==> src/rtl/adc16dv160_capture_ctrl.sv <==
// Capture sequencer: turns the ADC sample stream into fixed-length AXI-Stream frames,
// with optional level-sync trigger, test-counter pattern and real-time re-arming.
module adc16dv160_capture_ctrl #(
   parameter int unsigned DATA_W = 16,
   parameter int unsigned CNT_W  = 32
) (
   input  logic              ACLK,
   input  logic              ARESETN,
   input  logic [DATA_W-1:0] adc_data,
   input  logic              adc_valid,
   input  logic              cr_start,
   input  logic              cr_test,
   input  logic              cr_rt,
   input  logic              cr_ls,
   input  logic [CNT_W-1:0]  dsize,
   input  logic [15:0]       ls_thr,
   input  logic [CNT_W-1:0]  ls_n,
   output logic [DATA_W-1:0] m_axis_tdata,
   output logic              m_axis_tvalid,
   input  logic              m_axis_tready,
   output logic              m_axis_tlast,
   output logic              busy,
   output logic              ovf
);

   typedef enum logic [1:0] {S_IDLE, S_ARM, S_CAP, S_FLUSH} state_t;

   state_t             r_state, w_state_nxt;
   logic [DATA_W-1:0]  r_tdata, w_tdata_nxt;
   logic               r_tvalid, w_tvalid_nxt;
   logic               r_tlast, w_tlast_nxt;
   logic               r_ovf, w_ovf_nxt;
   logic               r_busy;
   logic [CNT_W-1:0]   r_cnt, w_cnt_nxt;
   logic [CNT_W-1:0]   r_run, w_run_nxt;
   logic [DATA_W-1:0]  r_tcnt, w_tcnt_nxt;
   logic               r_test, w_test_nxt;
   logic [CNT_W-1:0]   r_dsize, w_dsize_nxt;
   logic [CNT_W-1:0]   r_lsn, w_lsn_nxt;

   logic [CNT_W-1:0]   w_lsn_eff;
   logic               w_above;
   logic               w_can_load;
   logic               w_last_idx;
   logic               w_load;
   logic               w_new_frame;

   assign w_lsn_eff  = (r_lsn == '0) ? CNT_W'(1) : r_lsn;
   assign w_above    = $signed(adc_data) >= $signed(ls_thr);
   assign w_can_load = !r_tvalid || m_axis_tready;
   assign w_last_idx = (r_cnt == r_dsize - CNT_W'(1));

   // Next-state and datapath decode
   always_comb begin
      w_state_nxt  = r_state;
      w_tdata_nxt  = r_tdata;
      w_tvalid_nxt = r_tvalid;
      w_tlast_nxt  = r_tlast;
      w_ovf_nxt    = r_ovf;
      w_cnt_nxt    = r_cnt;
      w_run_nxt    = r_run;
      w_tcnt_nxt   = r_tcnt;
      w_test_nxt   = r_test;
      w_dsize_nxt  = r_dsize;
      w_lsn_nxt    = r_lsn;
      w_load       = 1'b0;
      w_new_frame  = 1'b0;

      if (r_tvalid && m_axis_tready) begin
         w_tvalid_nxt = 1'b0;
         w_tlast_nxt  = 1'b0;
      end

      case (r_state)
         S_IDLE: begin
            if (cr_start && (dsize != '0)) begin
               w_new_frame = 1'b1;
               w_ovf_nxt   = 1'b0;
            end
         end
         S_ARM: begin
            if (adc_valid) begin
               if (w_above) begin
                  w_run_nxt = r_run + CNT_W'(1);
                  if ((r_run + CNT_W'(1)) == w_lsn_eff) w_load = 1'b1;
               end else begin
                  w_run_nxt = '0;
               end
            end
         end
         S_CAP: begin
            if (adc_valid) begin
               if (w_can_load) w_load    = 1'b1;
               else            w_ovf_nxt = 1'b1;
            end
         end
         S_FLUSH: begin
            if (m_axis_tready) begin
               if (cr_rt && (dsize != '0)) w_new_frame = 1'b1;
               else                        w_state_nxt = S_IDLE;
            end
         end
         default: w_state_nxt = S_IDLE;
      endcase

      // Sample load into the output register; the dsize-th beat carries tlast
      if (w_load) begin
         w_tdata_nxt  = r_test ? r_tcnt : adc_data;
         w_tvalid_nxt = 1'b1;
         w_tlast_nxt  = w_last_idx;
         w_cnt_nxt    = r_cnt + CNT_W'(1);
         w_tcnt_nxt   = r_tcnt + DATA_W'(1);
         w_state_nxt  = w_last_idx ? S_FLUSH : S_CAP;
      end

      if (w_new_frame) begin
         w_test_nxt  = cr_test;
         w_dsize_nxt = dsize;
         w_lsn_nxt   = ls_n;
         w_cnt_nxt   = '0;
         w_run_nxt   = '0;
         w_tcnt_nxt  = '0;
         w_state_nxt = cr_ls ? S_ARM : S_CAP;
      end
   end

   always_ff @(posedge ACLK or negedge ARESETN) begin
      if (!ARESETN) r_state <= S_IDLE;
      else          r_state <= w_state_nxt;
   end

   always_ff @(posedge ACLK or negedge ARESETN) begin
      if (!ARESETN) begin
         r_tdata  <= '0;
         r_tvalid <= 1'b0;
         r_tlast  <= 1'b0;
         r_ovf    <= 1'b0;
         r_busy   <= 1'b0;
         r_cnt    <= '0;
         r_run    <= '0;
         r_tcnt   <= '0;
         r_test   <= 1'b0;
         r_dsize  <= '0;
         r_lsn    <= '0;
      end else begin
         r_tdata  <= w_tdata_nxt;
         r_tvalid <= w_tvalid_nxt;
         r_tlast  <= w_tlast_nxt;
         r_ovf    <= w_ovf_nxt;
         r_busy   <= (w_state_nxt != S_IDLE);
         r_cnt    <= w_cnt_nxt;
         r_run    <= w_run_nxt;
         r_tcnt   <= w_tcnt_nxt;
         r_test   <= w_test_nxt;
         r_dsize  <= w_dsize_nxt;
         r_lsn    <= w_lsn_nxt;
      end
   end

   assign m_axis_tdata  = r_tdata;
   assign m_axis_tvalid = r_tvalid;
   assign m_axis_tlast  = r_tlast;
   assign busy          = r_busy;
   assign ovf           = r_ovf;

endmodule
==> config.mk <==
export PLATFORM = sky130hd
export DESIGN_NAME = adc16dv160_capture_ctrl
export DESIGN_NICKNAME = d
export VERILOG_FILES = /design/src/rtl/adc16dv160_capture_ctrl.sv
export SDC_FILE = /design/constraint.sdc
export NUM_CORES = 1
export LEC_CHECK = 0
export BUFFER_PORTS_ARGS = -buffer_cell sky130_fd_sc_hd__buf_2
export CAP_MARGIN = 15
export CORE_ASPECT_RATIO = 1.5
export CORE_MARGIN = 2
export CORE_UTILIZATION = 59
export DETAILED_ROUTE_END_ITERATION = 16
export HOLD_SLACK_MARGIN = 0.03
export PLACE_DENSITY = 0.78
export REMOVE_ABC_BUFFERS = 1
export SYNTH_ARGS = -nofsm -noshare
export SYNTH_HDL_FRONTEND = slang
export SYNTH_SLANG_ARGS = --single-unit
==> constraint.sdc <==
create_clock -name ACLK -period 5 [get_ports ACLK]
set_clock_uncertainty 0.15 [all_clocks]
set_input_delay 0.5 -clock ACLK [delete_from_list [all_inputs] [get_ports ACLK]]
set_output_delay 0.5 -clock ACLK [all_outputs]
set_load 0.03 [all_outputs]
# Word-level counts from Yosys, hierarchy flattened
# Index checks and enable logic that the tools add are counted.
[word_totals]
ram_bits = 0
mem_count = 0
wordCells = 75
latch_bits = 0
regBits = 167
mem_bits_ro = 0
[classes]
add_sub_neg = 4
order_cmp = 1
multipliers = 0
eq_ne = 8
n_shift = 0
n_reduce_logical = 16
n_div = 0
n_bitwise = 0
mux = 34
[ops]
columns = ["cell", "count"]
rows = [
  ["two-way mux 32 bit", 7],
  ["adder 32 x 1 -> 32 bit, second input constant", 2],
  ["== test 32 bit", 2],
  ["two-way mux 16 bit", 3],
  ["logical NOT 32 bit", 1],
  ["nonzero test 32 bit", 1],
  ["subtractor 32 x 1 -> 32 bit, second input constant", 1],
  ["adder 16 x 1 -> 16 bit, second input constant", 1],
  [">= comparator 16 bit", 1],
  ["two-way mux 1 bit", 15],
  ["two-way mux 2 bit", 6],
  ["nonzero test 2 bit", 6],
  ["!= test 2 bit, second input constant", 3],
  ["case mux 1 bit (2 select lines)", 3],
  ["== test 2 bit, second input constant", 2],
  ["AND reduction 4 bit", 1],
  ["logical AND 1 bit", 3],
  ["== test 2 x 1 -> 1 bit, second input constant", 1],
  ["logical NOT 2 bit", 1],
  ["AND reduction 2 bit", 1],
  ["logical NOT 1 bit", 1],
  ["logical OR 1 bit", 1],
]

# Depth between registers and ports, before layout
# Gate-level depths: netlist of run 1.
[depth]
word_depth = 10
ltp_mapped = 16

# Worst setup path after synthesis of run 1
# No wires, ideal clock.
[synth_path]
kind = "reg-to-reg"
from = "reg r_run[0]"
to = "reg r_cnt[29]"
n_path_buf = 3
t_arrival_ns = 3.172
stages_incl_launch_ff = 15
setup_time_ns = 0.136
synth_period_minus_slack_ns = 3.459
slack_ns = 1.541
cell_sequence = "dfrtp_1 > ha_1 > and3_1 > buf_4 > nand4_4 > nor3_4 > nand3_1 > or3_1 > a2111oi_2 > nand4_1 > and2_4 > buf_6 > buf_2 > o41ai_1 > a21oi_1"
[synth_via]
elab_chain_cells = 7
[synth_lines]
columns = ["item", "line_no", "source"]
rows = [
  ["from (decl)", "35", "logic [CNT_W-1:0] r_run, w_run_nxt;"],
  ["from (signal assigned)", "152", "r_run <= w_run_nxt;"],
  ["adder 32 x 1 -> 32 bit", "85", "if ((r_run + CNT_W'(1)) == w_lsn_eff) w_load = 1'b1;"],
  ["== test 32 bit", "85", ""],
  ["two-way mux 1 bit", "85", ""],
  ["two-way mux 1 bit", "83", "if (w_above) begin"],
  ["two-way mux 1 bit", "82", "if (adc_valid) begin"],
  ["case mux 1 bit (2 select lines)", "74", "case (r_state)"],
  ["nonzero test 2 bit (no source line)", "n/a", ""],
  ["to (signal assigned)", "151", "r_cnt <= w_cnt_nxt;"],
  ["to (decl)", "34", "logic [CNT_W-1:0] r_cnt, w_cnt_nxt;"],
]
# Every way passes these cells.
# A chain may end at the register's enable or synchronous reset.

# Final worst setup path of run 1
# Ends and elaborated chain as after synthesis.

==> results of run 1 <==
-- final cells by class --
class,count,area (sq um)
fillers,1452,5580
clock buffers,17,425
well taps,213,267
clock inverters,15,183
repair buffers,140,749
inverters,32,120
flip-flops and latches,167,4180
multi-input cells,985,5850
-- routing by layer --
metal / routed length (microns) / up-vias / track usage
met4: 1580 / 0 / 0.169
met2: 15100 / 299 / 0.554
met5: 0 / - / 0
met1: 10900 / 4611 / 0.357
li1: - / 4576 / -
met3: 1010 / 86 / 0.0448
-- cell usage after synthesis (5+ instances only) --
library cell	n	share of area
buf_2	19	0.0091
nor4_1	31	0.019
mux2i_1	33	0.032
or3_1	15	0.0090
a211oi_1	8	0.0058
nand2b_1	9	0.0054
inv_1	32	0.012
clkbuf_1	42	0.015
a2111oi_2	6	0.0086
xnor2_1	76	0.064
nand4_1	38	0.023
xor2_1	27	0.023
nand3_1	46	0.022
and3_1	24	0.014
nor2_1	61	0.022
dfrtp_1	167	0.40
and4_1	7	0.0059
a21oi_1	48	0.023
a31oi_1	9	0.0054
nor3_1	22	0.011
nand3b_1	5	0.0036
o21ai_0	84	0.040
o31ai_1	15	0.011
and2_1	11	0.0066
ha_1	24	0.029
or4_1	9	0.0065
nand2_1	310	0.11
-- logic make-up (layout without fill, tap and decap cells) --
kind of cell             after synthesis  after routing  share of synthesized area
AO/OA/AOI/OAI                        212            212                      0.130
XOR/XNOR                             103            103                     0.0864
adder cells (fa/ha/maj)               24             24                     0.0288
AND/OR/NAND/NOR                      612            612                      0.281
multiplexers                          34             34                     0.0327
buffers and inverters                100            204                     0.0404
flip-flops                           167            167                      0.400
-- power by group through the flow --
stage | clock network [uW] | registers (uW) | logic (uW)
final | 1360 | 2130 | 1430
after global routing | 1430 | 2190 | 1600
after CTS | 1370 | 2130 | 1430
after detailed placement | 0 | 2150 | 1420
after global placement | 0 | 2150 | 1380
after floorplan | 0 | 2080 | 981
-- final timing paths --
path / from / endpoint / slack [ns] / depth (start not counted)
min in group ACLK: ls_n[10] / r_lsn[10] / 0.09 / 3
worst min register to register: m_axis_tdata[13] / m_axis_tdata[13] / 0.33 / 2
worst max-delay path: r_run[0] / r_cnt[29] / 0.56 / 12
worst min-delay path: ARESETN / r_run[2] / 0.02 / 1
max in group asynchronous: ARESETN / r_lsn[24] / 3.62 / 2
worst max register to register: r_run[0] / r_cnt[29] / 0.56 / 12
-- placed cells by master, fill, tap and decap left out, types with 14 or more instances in the layout --
cell       synthesis  layout
nor2_1            61      61
o31ai_1           15      15
nand4_1           38      38
clkbuf_16          0      17
mux2i_1           33      33
o21ai_0           84      84
buf_2             19     122
a21oi_1           48      48
nor4_1            31      31
nand2_1          310     310
xor2_1            27      27
ha_1              24      24
nor3_1            22      21
or3_1             15      14
nand3_1           46      46
and3_1            24      24
inv_1             32      32
dfrtp_1          167     167
xnor2_1           76      76
buf_4              4      17
-- worst max-delay path, stage by stage, from the launching register on --
cell and delay [ns]:
dfrtp_1 0.43, ha_1 0.28, and3_1 0.39, nand4_4 0.23
nor3_4 0.31, nand3_1 0.16, or3_1 0.39, a2111oi_2 0.41
nand4_1 0.28, buf_4 0.26, a211oi_2 0.50, or3b_1 0.40
a21oi_1 0.15
-- state kept, by name (all words and copies together), names as in the netlist --
| signal | flops |
|---|---|
| ovf | 1 |
| m_axis_tvalid | 1 |
| r_state | 2 |
| m_axis_tlast | 1 |
| r_tcnt | 16 |
| r_cnt | 32 |
| r_dsize | 32 |
| r_test | 1 |
| r_lsn | 32 |
| m_axis_tdata | 16 |
| r_run | 32 |
| busy | 1 |
-- per-stage QoR --
stage / instances / TNS (ns) / power, uW / worst slack, ns
after floorplan: 1184 / -280.01 / 3060 / -3.56
after global placement: 1537 / 0 / 3520 / 0.724
after detailed placement: 1537 / 0 / 3570 / 0.697
after CTS: 1569 / 0 / 4930 / 0.617
after global routing: 1569 / 0 / 5210 / 0.314
final: 1569 / 0 / 4920 / 0.561
==> results.py, run 1 <==
metrics = {
    "power": {
        "ir_drop_v": 0.000253,
        "p_seq_frac": 0.434,
        "clkPwrFrac": 0.276,
        "power.density_nw_per_um2": 418,
        "p_sw_uw": 1890,
        "leakage_uw": 0.00539,
        "internal-power_uw": 3030,
        "pwr-share-comb": 0.290,
        "p_sw_frac": 0.384,
    },
    "clock_tree": {
        "cts_made_buffers": 17,
        "ctsRootBufferMaster": "clkbuf_16",
        "ctsHoldBuffers": 0,
        "clk_path_buf_depth": 2,
        "insertion_delay_ns": 0.44,
        "ctsResizeCount": 0,
        "postCtsSetupBuffers": 0,
        "cts_tree": "done",
        "clk_pin_slew_ns": 0.08,
        "htree_levels": 4,
        "clock-sinks": 167,
    },
    "critical_path": {
        "end_kind": "flop",
        "critPathArrivalTime_ns": 4.64,
        "cp_data_required_time_ns": 5.20,
        "start_kind": "flop",
        "cp_max_fo": 9,
        "criticalPathCategory": "flop to flop",
    },
    "grt": {
        "grt_pass1_vias": 9436,
        "grt_start_max_net_pins": 102,
        "antenna_found_initial": 0,
        "grt_pass1_wl_microns": 47100,
        "overflow": 0,
        "track_usage": 0.312,
    },
    "sta": {
        "rsz0062_at_grt": "no",
        "max_slew_margin": 0.246,
        "min_period_over_period": 0.888,
        "min_period_ns": 4.44,
        "slew_violations": 0,
        "hold_slack_ns": 0.0190,
        "fmax_mhz": 225,
        "setup_viol": 0,
        "final-hold-violation-count": 0,
        "tightest_slew_ns": 1.13,
    },
    "floorplan": {
        "die_h_microns": 167,
        "die_area_sq_um": 18800,
        "core_sq_um": 17300,
        "die_w_microns": 113,
        "start_util": 0.602,
        "rows": 59,
        "pin_count": 124,
    },
    "detailed_routing": {
        "final_antenna_net_count": 0,
        "viasPerCell": 6.10,
        "drt-wirelength-per-cell_microns": 18.2,
        "drc_errors": 0,
        "wirelength_microns": 28600,
        "drtPass1Iterations": 5,
        "drtIter0Drc": 679,
        "dr_total_vias": 9572,
    },
    "place": {
        "portBuffers": 123,
        "gp_congestion": 1.01,
        "placed_area_sq_um": 11200,
        "hpwl_microns": 21200,
    },
    "synth": {
        "synth_area_sq_um": 10400,
        "synth_ff_type": "dfrtp_1",
        "async_reset_ff_frac": 1.00,
        "ys_seq_elements": 167,
        "syn_inst": 1252,
        "synth_edf_count": 0,
        "syn_avg_cell_area_sq_um": 8.34,
        "ys_types": 67,
        "yosys_warnings": 0,
        "synth-seq-area-share": 0.400,
    },
    "layout": {
        "finalInstanceArea_sq_um": 11800,
        "antenna_cells": 0,
        "nets": 1471,
        "area_growth_pct": 12.7,
        "final_core_util": 0.678,
        "drive_gt1_frac": 0.147,
    },
    "job": {
        "max_cap_violations": 0,
    },
    "worst_hold_path": {
        "min-delay-path-class": "input port to async pin",
    },
    "status": {
        "outcome": "finished clean",
    },
}
Power figures use the tool's default switching activity.
==> run 2: changes to the inputs <==
--- a/config.mk
+++ b/config.mk
@@ -11,6 +11,7 @@
 export CORE_MARGIN = 2
 export CORE_UTILIZATION = 59
 export DETAILED_ROUTE_END_ITERATION = 16
+export GPL_TIMING_DRIVEN = 0
 export HOLD_SLACK_MARGIN = 0.03
 export PLACE_DENSITY = 0.78
 export REMOVE_ABC_BUFFERS = 1
==> results.py, run 2 (same netlist as run 1, synthesis figures left out) <==
metrics = {
    "power": {
        "finalPower_uw": 4880,
        "ir_drop_v": 0.000260,
        "leakage_uw": 0.00539,
        "power.density_nw_per_um2": 413,
    },
    "sta": {
        "fmax_mhz": 218,
        "tightest_slew_ns": 1.14,
        "min_period_over_period": 0.916,
        "max_slew_margin": 0.240,
        "slew_violations": 0,
        "min_period_ns": 4.58,
        "setup_viol": 0,
        "rsz0062_at_grt": "no",
        "final-hold-violation-count": 0,
    },
    "clock_tree": {
        "cts_made_buffers": 17,
        "clock-sinks": 167,
        "clk_pin_slew_ns": 0.07,
        "cts_tree": "done",
        "clk_path_buf_depth": 2,
        "ctsResizeCount": 0,
        "insertion_delay_ns": 0.43,
        "htree_levels": 4,
        "ctsRootBufferMaster": "clkbuf_16",
    },
    "critical_path": {
        "cpPeakStageDelay_ns": 0.63,
        "cp_slowest_cell": "or4_4",
        "start_kind": "flop",
        "cp_max_fo": 13,
        "end_kind": "flop",
        "cp_data_required_time_ns": 5.21,
        "critPathArrivalTime_ns": 4.78,
        "criticalPathCategory": "flop to flop",
        "path_cells": "and4_1 -> nand4_2 -> or4_4 -> xnor2_1 -> o21ai_0 -> nor4_1 -> nand4_1 -> buf_8 -> a211oi_2 -> or3b_1 -> a21oi_1",
    },
    "floorplan": {
        "die_w_microns": 113,
        "die_h_microns": 167,
        "die_area_sq_um": 18800,
        "pin_count": 124,
        "rows": 59,
        "core_sq_um": 17300,
        "start_util": 0.602,
    },
    "layout": {
        "antenna_cells": 0,
        "final_common_cell": "nand2_1",
        "fill_cells": 1448,
        "nets": 1469,
        "area_growth_pct": 13.2,
        "final_cell_mix": "nand2_1 (310), dfrtp_1 (167), buf_2 (122)",
        "drive_gt1_frac": 0.145,
        "finalInstanceArea_sq_um": 11800,
        "final_core_util": 0.681,
    },
    "detailed_routing": {
        "viasPerCell": 6.03,
        "drtPass1Iterations": 5,
        "dr_total_vias": 9449,
        "final_antenna_net_count": 0,
        "wirelength_microns": 27900,
        "drt-wirelength-per-cell_microns": 17.8,
        "drtIter0Drc": 606,
        "drc_errors": 0,
    },
    "place": {
        "hpwl_microns": 20800,
        "portBuffers": 123,
        "gp_congestion": 0.955,
        "placed_area_sq_um": 11200,
    },
    "grt": {
        "grt_start_max_net_pins": 122,
        "grt_pass1_vias": 9497,
        "antenna_found_initial": 0,
        "grt_pass1_wl_microns": 46600,
        "overflow": 0,
        "track_usage": 0.307,
    },
    "worst_hold_path": {
        "min-delay-path-class": "input port to flop",
    },
    "status": {
        "outcome": "finished clean",
    },
    "job": {
        "max_cap_violations": 0,
    },
}
==> run 2: power breakdown <==
part	leakage (uW)	total [uW]	internal (uW)	switching, uW
sequential	0.00219	2140	1670	466
clock	0.000285	1330	754	577
combinational	0.00292	1410	643	770
==> run 2: area by class of cell <==
type	count	area, sq um	area share
Clock inverter	13	143	0.0121
Sequential cell	167	4180	0.354
Timing Repair Buffer	138	817	0.0691
Multi-Input combinational cell	985	5850	0.495
Inverter	32	120	0.0102
Tap cell	213	267	0.0226
Clock buffer	19	443	0.0375
==> run 2: per-layer routing <==
metal  part of all wire  global-route usage  vias up
li1                   -                   -     4572
met1               0.38               0.352     4533
met2               0.53               0.550      267
met3              0.038              0.0346       77
met4              0.049               0.168        0
met5                  0                   0        -
==> run 2: what timing repair did <==
item,CTS,global route
buffers inserted,0,1
hold buffers,1,0
endpoints found under the setup margin,0,10
hold endpoints to repair,46,0
==> run 2: metrics by stage <==
step	hold slack, ns	worst slack [ns]	setup TNS [ns]	instances
floorplan	0.0544	-3.56	-280.01	1184
global placement	0.308	-9.53	-816.31	1520
detailed placement	0.267	0.0441	0	1533
CTS	0.0924	0.00926	0	1566
global route	0.0989	0.206	0	1567
finish	0.0987	0.421	0	1567
==> run 2: final timing paths <==
path	to	cells after the start	startpoint	slack [ns]
min in group asynchronous	r_lsn[4]	2	ARESETN	0.39
max in group asynchronous	r_state[1]	3	ARESETN	3.40
max reg2reg	r_cnt[31]	11	r_run[14]	0.42
min reg2reg	m_axis_tdata[13]	2	m_axis_tdata[13]	0.33
max	r_cnt[31]	11	r_run[14]	0.42
min	r_test	3	cr_test	0.1
==> run 2: critical path: cells and delay by family (launching register included) <==
family / cells / cell delay (ns)
AO/OA/AOI/OAI: 3 / 0.98
XOR/XNOR: 1 / 0.35
buffers and inverters: 1 / 0.24
flip-flops: 1 / 0.54
AND/OR/NAND/NOR: 6 / 2.23
